<file path="src/rtl/periph_bus_pkg.sv">
// Shared constants and types for peripheral bus bridges: region map,
// bridge FSM states, slave selection and the default slave timeout.
package periph_bus_pkg;

  localparam int unsigned DEFAULT_TIMEOUT_CYCLES = 16;

  localparam logic [31:0] TMR_BASE  = 32'h0200_0000;
  localparam logic [31:0] TMR_MASK  = 32'hFFFF_0000;
  localparam logic [31:0] UART_BASE = 32'h1000_0000;
  localparam logic [31:0] UART_MASK = 32'hFFFF_F000;

  typedef enum logic [1:0] {
    ST_IDLE,
    ST_ACCESS,
    ST_RESP
  } bridge_state_e;

  typedef enum logic [1:0] {
    SEL_NONE,
    SEL_TMR,
    SEL_UART
  } slave_sel_e;

  function automatic logic region_hit(input logic [31:0] addr,
                                      input logic [31:0] base,
                                      input logic [31:0] mask);
    return (addr & mask) == base;
  endfunction

endpackage

</file>
<file path="src/rtl/periph_addr_decode.sv">
// Combinational address decoder: maps a CPU address to a slave select
// and flags word alignment. Shared by all bridges on this bus.
module periph_addr_decode
  import periph_bus_pkg::*;
(
  input  logic [31:0] addr_i,
  output slave_sel_e  sel_o,
  output logic        aligned_o
);

  always_comb begin
    // NOTE: default assignment first so every path drives sel_o; no latch.
    sel_o = SEL_NONE;
    if (region_hit(addr_i, TMR_BASE, TMR_MASK)) begin
      sel_o = SEL_TMR;
    end else if (region_hit(addr_i, UART_BASE, UART_MASK)) begin
      sel_o = SEL_UART;
    end
  end

  assign aligned_o = (addr_i[1:0] == 2'b00);

endmodule

</file>
<file path="src/rtl/periph_bus_bridge.sv">
// Single-outstanding CPU-to-peripheral bridge with timer and UART slaves,
// per-access slave timeout and error responses for bad addresses.
module periph_bus_bridge
  import periph_bus_pkg::*;
#(
  parameter int unsigned TIMEOUT_CYCLES = DEFAULT_TIMEOUT_CYCLES
) (
  input  logic        clk,
  input  logic        rst_n,

  input  logic        cpu_req,
  input  logic [31:0] cpu_addr,
  input  logic [31:0] cpu_wdata,
  input  logic        cpu_we,
  output logic        cpu_gnt,
  output logic        cpu_rvalid,
  output logic [31:0] cpu_rdata,
  output logic        cpu_err,

  output logic        tmr_req,
  output logic [31:0] tmr_addr,
  output logic [31:0] tmr_wdata,
  output logic        tmr_we,
  input  logic [31:0] tmr_rdata,
  input  logic        tmr_ready,

  output logic        uart_req,
  output logic [31:0] uart_addr,
  output logic [31:0] uart_wdata,
  output logic        uart_we,
  input  logic [31:0] uart_rdata,
  input  logic        uart_ready
);

  localparam int unsigned     CNT_W    = $clog2(TIMEOUT_CYCLES + 1);
  localparam logic [CNT_W-1:0] CNT_LAST = CNT_W'(TIMEOUT_CYCLES - 1);

  slave_sel_e    dec_sel;
  logic          dec_aligned;

  bridge_state_e state_q;
  slave_sel_e    sel_q;
  logic [31:0]   addr_q;
  logic [31:0]   wdata_q;
  logic          we_q;
  logic [CNT_W-1:0] cnt_q;
  logic          tmr_req_q;
  logic          uart_req_q;
  logic          rvalid_q;
  logic          err_q;
  logic [31:0]   rdata_q;

  logic          sel_ready;
  logic [31:0]   sel_rdata;

  periph_addr_decode u_decode (
    .addr_i    (cpu_addr),
    .sel_o     (dec_sel),
    .aligned_o (dec_aligned)
  );

  assign sel_ready = (sel_q == SEL_TMR) ? tmr_ready : uart_ready;
  assign sel_rdata = (sel_q == SEL_TMR) ? tmr_rdata : uart_rdata;

  assign cpu_gnt = (state_q == ST_IDLE) && cpu_req;

  always_ff @(posedge clk or negedge rst_n) begin
    if (!rst_n) begin
      state_q    <= ST_IDLE;
      sel_q      <= SEL_NONE;
      addr_q     <= '0;
      wdata_q    <= '0;
      we_q       <= 1'b0;
      cnt_q      <= '0;
      tmr_req_q  <= 1'b0;
      uart_req_q <= 1'b0;
      rvalid_q   <= 1'b0;
      err_q      <= 1'b0;
      rdata_q    <= '0;
    end else begin
      // NOTE: non-blocking assignments so every register samples pre-edge values.
      case (state_q)
        ST_IDLE: begin
          rvalid_q <= 1'b0;
          if (cpu_req) begin
            addr_q  <= cpu_addr;
            wdata_q <= cpu_wdata;
            we_q    <= cpu_we;
            sel_q   <= dec_sel;
            if (dec_sel != SEL_NONE && dec_aligned) begin
              state_q    <= ST_ACCESS;
              cnt_q      <= '0;
              tmr_req_q  <= (dec_sel == SEL_TMR);
              uart_req_q <= (dec_sel == SEL_UART);
            end else begin
              // Bad address: answer directly, never touching a slave.
              state_q  <= ST_RESP;
              rvalid_q <= 1'b1;
              err_q    <= 1'b1;
              rdata_q  <= '0;
            end
          end
        end

        ST_ACCESS: begin
          if (sel_ready) begin
            state_q    <= ST_RESP;
            rvalid_q   <= 1'b1;
            err_q      <= 1'b0;
            rdata_q    <= we_q ? '0 : sel_rdata;
            tmr_req_q  <= 1'b0;
            uart_req_q <= 1'b0;
          end else if (cnt_q == CNT_LAST) begin
            // This is the TIMEOUT_CYCLES-th cycle without ready: give up.
            state_q    <= ST_RESP;
            rvalid_q   <= 1'b1;
            err_q      <= 1'b1;
            rdata_q    <= '0;
            tmr_req_q  <= 1'b0;
            uart_req_q <= 1'b0;
          end else begin
            cnt_q <= cnt_q + CNT_W'(1);
          end
        end

        ST_RESP: begin
          rvalid_q <= 1'b0;
          state_q  <= ST_IDLE;
        end

        default: begin
          state_q    <= ST_IDLE;
          rvalid_q   <= 1'b0;
          tmr_req_q  <= 1'b0;
          uart_req_q <= 1'b0;
        end
      endcase
    end
  end

  assign cpu_rvalid = rvalid_q;
  assign cpu_rdata  = rdata_q;
  assign cpu_err    = err_q;

  assign tmr_req    = tmr_req_q;
  assign tmr_addr   = addr_q;
  assign tmr_wdata  = wdata_q;
  assign tmr_we     = we_q;

  assign uart_req   = uart_req_q;
  assign uart_addr  = addr_q;
  assign uart_wdata = wdata_q;
  assign uart_we    = we_q;

endmodule

</file>
<file path="config.mk">
export PLATFORM = sky130hd
export DESIGN_NAME = periph_bus_bridge
export DESIGN_NICKNAME = d
export VERILOG_FILES = /design/src/rtl/periph_bus_pkg.sv /design/src/rtl/periph_addr_decode.sv /design/src/rtl/periph_bus_bridge.sv
export SDC_FILE = /design/constraint.sdc
export NUM_CORES = 1
export LEC_CHECK = 0
export CAP_MARGIN = 10
export CORE_AREA = 8 8 143 172
export DETAILED_ROUTE_END_ITERATION = 10
export DIE_AREA = 0 0 151 180
export GPL_ROUTABILITY_DRIVEN = 0
export MAX_ROUTING_LAYER = met4
export SLEW_MARGIN = 20
export SYNTH_ARGS = -nofsm -noshare
export SYNTH_HDL_FRONTEND = slang
export SYNTH_SLANG_ARGS = --single-unit
</file>
<file path="constraint.sdc">
create_clock -name clk -period 2.7 [get_ports clk]
set_input_delay 0.54 -clock clk [delete_from_list [all_inputs] [get_ports clk]]
set_output_delay 0.54 -clock clk [all_outputs]
set_load 0.01 [all_outputs]
</file>
==> results of run 1 <==
==> power groups by stage <==
stage                     clock, mW  sequential [mW]  combinational [mW]
final                          1.33             2.84                4.47
after global routing           1.46             2.96                4.83
after CTS                      1.40             2.87                4.58
after detailed placement          0             2.89                4.57
after global placement            0             2.87                4.54
after floorplan                   0             3.05                2.10
==> cell usage after synthesis (6+ instances only) <==
cell / n / area (um2)
dfrtp_1: 110 / 2750
inv_1: 8 / 30.0
nor2_1: 6 / 22.5
o22ai_1: 12 / 75.1
mux2i_1: 32 / 320
clkbuf_1: 18 / 67.6
o22ai_2: 20 / 250
nand2_1: 235 / 882
buf_4: 65 / 488
buf_2: 9 / 45.0
o21ai_0: 7 / 35.0
==> layout make-up <==
| class | instances | area (um2) |
|---|---|---|
| multi-input combinational | 358 | 1970 |
| fill | 2212 | 13400 |
| timing repair buffer | 315 | 3150 |
| inverter | 9 | 33.8 |
| antenna | 1 | 2.50 |
| clock buffer | 11 | 253 |
| clock inverter | 5 | 42.5 |
| sequential | 110 | 2750 |
| tap | 279 | 349 |
==> registers in the layout, summed over array words and instances (netlist names), 2 cells and up <==
register and cells:
cpu_rdata 32, tmr_addr 32, tmr_wdata 32, cnt_q 5
sel_q 2, state_q 2
==> cells in the final DEF (no fill, tap or decap), types with 2 or more instances in the layout <==
cell type,count
a21oi_1,3
and3_1,2
buf_12,3
buf_4,12
clkbuf_16,9
clkbuf_8,2
clkdlybuf4s50_1,298
clkinvlp_4,3
dfrtp_1,110
ha_1,2
inv_1,8
mux2i_1,32
nand2_1,235
nand3_1,2
nand3b_1,4
nor2_1,6
nor4_1,2
o211ai_1,4
o21a_1,2
o21ai_0,7
o22ai_1,12
o22ai_2,20
o31ai_1,3
or3_1,2
or4_1,2
==> per-stage QoR <==
| step | cell area (um2) | setup slack [ps] | hold WS, ps |
|---|---|---|---|
| floorplan | 5370 | 319 | 244 |
| global placement | 8250 | -22.8 | 480 |
| detailed placement | 8250 | -11.3 | 486 |
| CTS | 8550 | 112 | 248 |
| global route | 8550 | 72.4 | 281 |
| finish | 8550 | 211 | 228 |
==> layer usage <==
metal | vias up | track usage (%) | wire length [um]
met3 | 7 | 2.74 | 1050
met1 | 2168 | 14.9 | 7220
met5 | - | - | 0
li1 | 2272 | - | -
met2 | 156 | 23.4 | 9430
met4 | 0 | 3.21 | 154
==> critical path, stage by stage (launching register included) <==
cell      delay [ps]
dfrtp_1          420
ha_1             230
and3_1           170
ha_1             180
or4b_2           660
o311ai_4         230
buf_6            270
nand2_1           70
o22ai_1          160
==> logic make-up (layout without fill, tap and decap cells) <==
group | count (synthesis) | count (layout) | synth area share, %
AND/OR/NAND/NOR | 263 | 263 | 19.8
adder cells (fa/ha/maj) | 2 | 2 | 0.466
multiplexers | 33 | 33 | 6.17
flip-flops | 110 | 110 | 51.2
other | 0 | 1 | 0
buffers and inverters | 105 | 340 | 12.5
AO/OA/AOI/OAI | 60 | 60 | 9.85
==> final timing paths <==
| check | from | endpoint | slack [ps] | cells after the start |
|---|---|---|---|---|
| worst max-delay path | cnt_q[0]$_DFFE_PN0P_ | cpu_rdata[0]$_DFFE_PN0P_ | 210 | 8 |
| worst min-delay path | rst_n | tmr_addr[23]$_DFFE_PN0P_ | 230 | 1 |
| worst max register to register | cnt_q[0]$_DFFE_PN0P_ | cpu_rdata[0]$_DFFE_PN0P_ | 210 | 8 |
| worst min register to register | tmr_wdata[18]$_DFFE_PN0P_ | tmr_wdata[18]$_DFFE_PN0P_ | 500 | 2 |
| max in group asynchronous | rst_n | cpu_rdata[25]$_DFFE_PN0P_ | 1810 | 2 |
| min in group clk | tmr_wdata[18]$_DFFE_PN0P_ | tmr_wdata[18]$_DFFE_PN0P_ | 500 | 2 |
==> timing repair <==
item                       CTS  global route
hold buffers                 0             0
setup endpoints to repair    1             1
gates resized for setup      1             1
buffers inserted             0             0
==> results.cfg, run 1 <==
[grt]
antenna_found_initial = 1
grt_pass1_wl_mm = 27.6
grt_pass1_vias = 4847
grt_max_degree = 71
track_usage_pct = 13.3
grt-ovfl-total = 0

[cells_and_area]
stdcell_count = 1088
area_growth_syn_to_layout_pct = 59.2
drive_above_1_share_pct = 7.30
post-route-util_pct = 39.0
layout.nets = 939

[timing]
fmax_ghz = 0.402
relSlewSlack_pct = 49.3
rsz0062_at_grt = false
period_needed_ps = 2490
final.setup.tns_ps = 0
drv_slew = 0
finalSetupViolations = 0
finalClockSkew_ps = 7.35
worst_slew_pin_slew_ps = 760
period_share_pct = 92.2
hold_viol = 0

[power]
vdd_ir_drop_max_v = 0.000488
powerDensity_nw_per_um2 = 1010
seqPwrFrac_pct = 32.9
p_switching_mw = 3.19
pwr-share-clk_pct = 15.4
swShare_pct = 36.8
totalPowerFinal_mw = 8.65
p_int_mw = 5.46
leakage_nw = 3.67
p_comb_share_pct = 51.7

[routing]
num_vias = 4603
ant_nets = 0
vias_per_cell = 4.23
routed_wirelength_mm = 17.9
wl_per_cell_um = 16.4
firstDrtPassIters = 6
drcViolationCount = 0
first_iter_violations = 227

[floorplan]
die_y_um = 180
coreArea_um2 = 21900
rows = 60
start_util_pct = 24.5
die_x_um = 151
dieArea_um2 = 27200
ios = 301

[status]
status = finished clean

[yosys]
ys_ff_latch = 110
async_flop_share_pct = 100
syn_area_per_cell_um2 = 9.38
ys_types = 42
synthCells = 573
syn-num-nets = 709
synth_ff_type = dfrtp_1
yosys_warnings = 0
synth_edf_count = 0
syn_area_um2 = 5370
ys_seq_area_share_pct = 51.2

[setup_path]
critical_path_class = reg2reg
crit_fanout = 17
worstPathRequired_ps = 2960
crit_arrival_ps = 2750
cp-end-kind = flip-flop
start_kind = flip-flop

[run]
cap_viol_max_count = 0

[cts]
cts_root_buf = clkbuf_16
clkTransAtPathRegs_ps = 80
numCtsBuffers = 9
cts_sinks = 110
cts_max_level = 3
clock_latency_ps = 350
cts.path.max_buffers = 2
cts_tree = built

[placed_design]
portBuffers = 300
hpwl_mm = 13.7
placed_cells = 1071

[min_path]
holdCritPathClass = in2async
No activity file was read; power rests on OpenSTA's default activity.
==> run 2, diff against run 1 <==
- SLEW_MARGIN: 20 -> unset
==> results of run 2 <==
No change in the layout: final DEF, timing and power equal those of run 1.
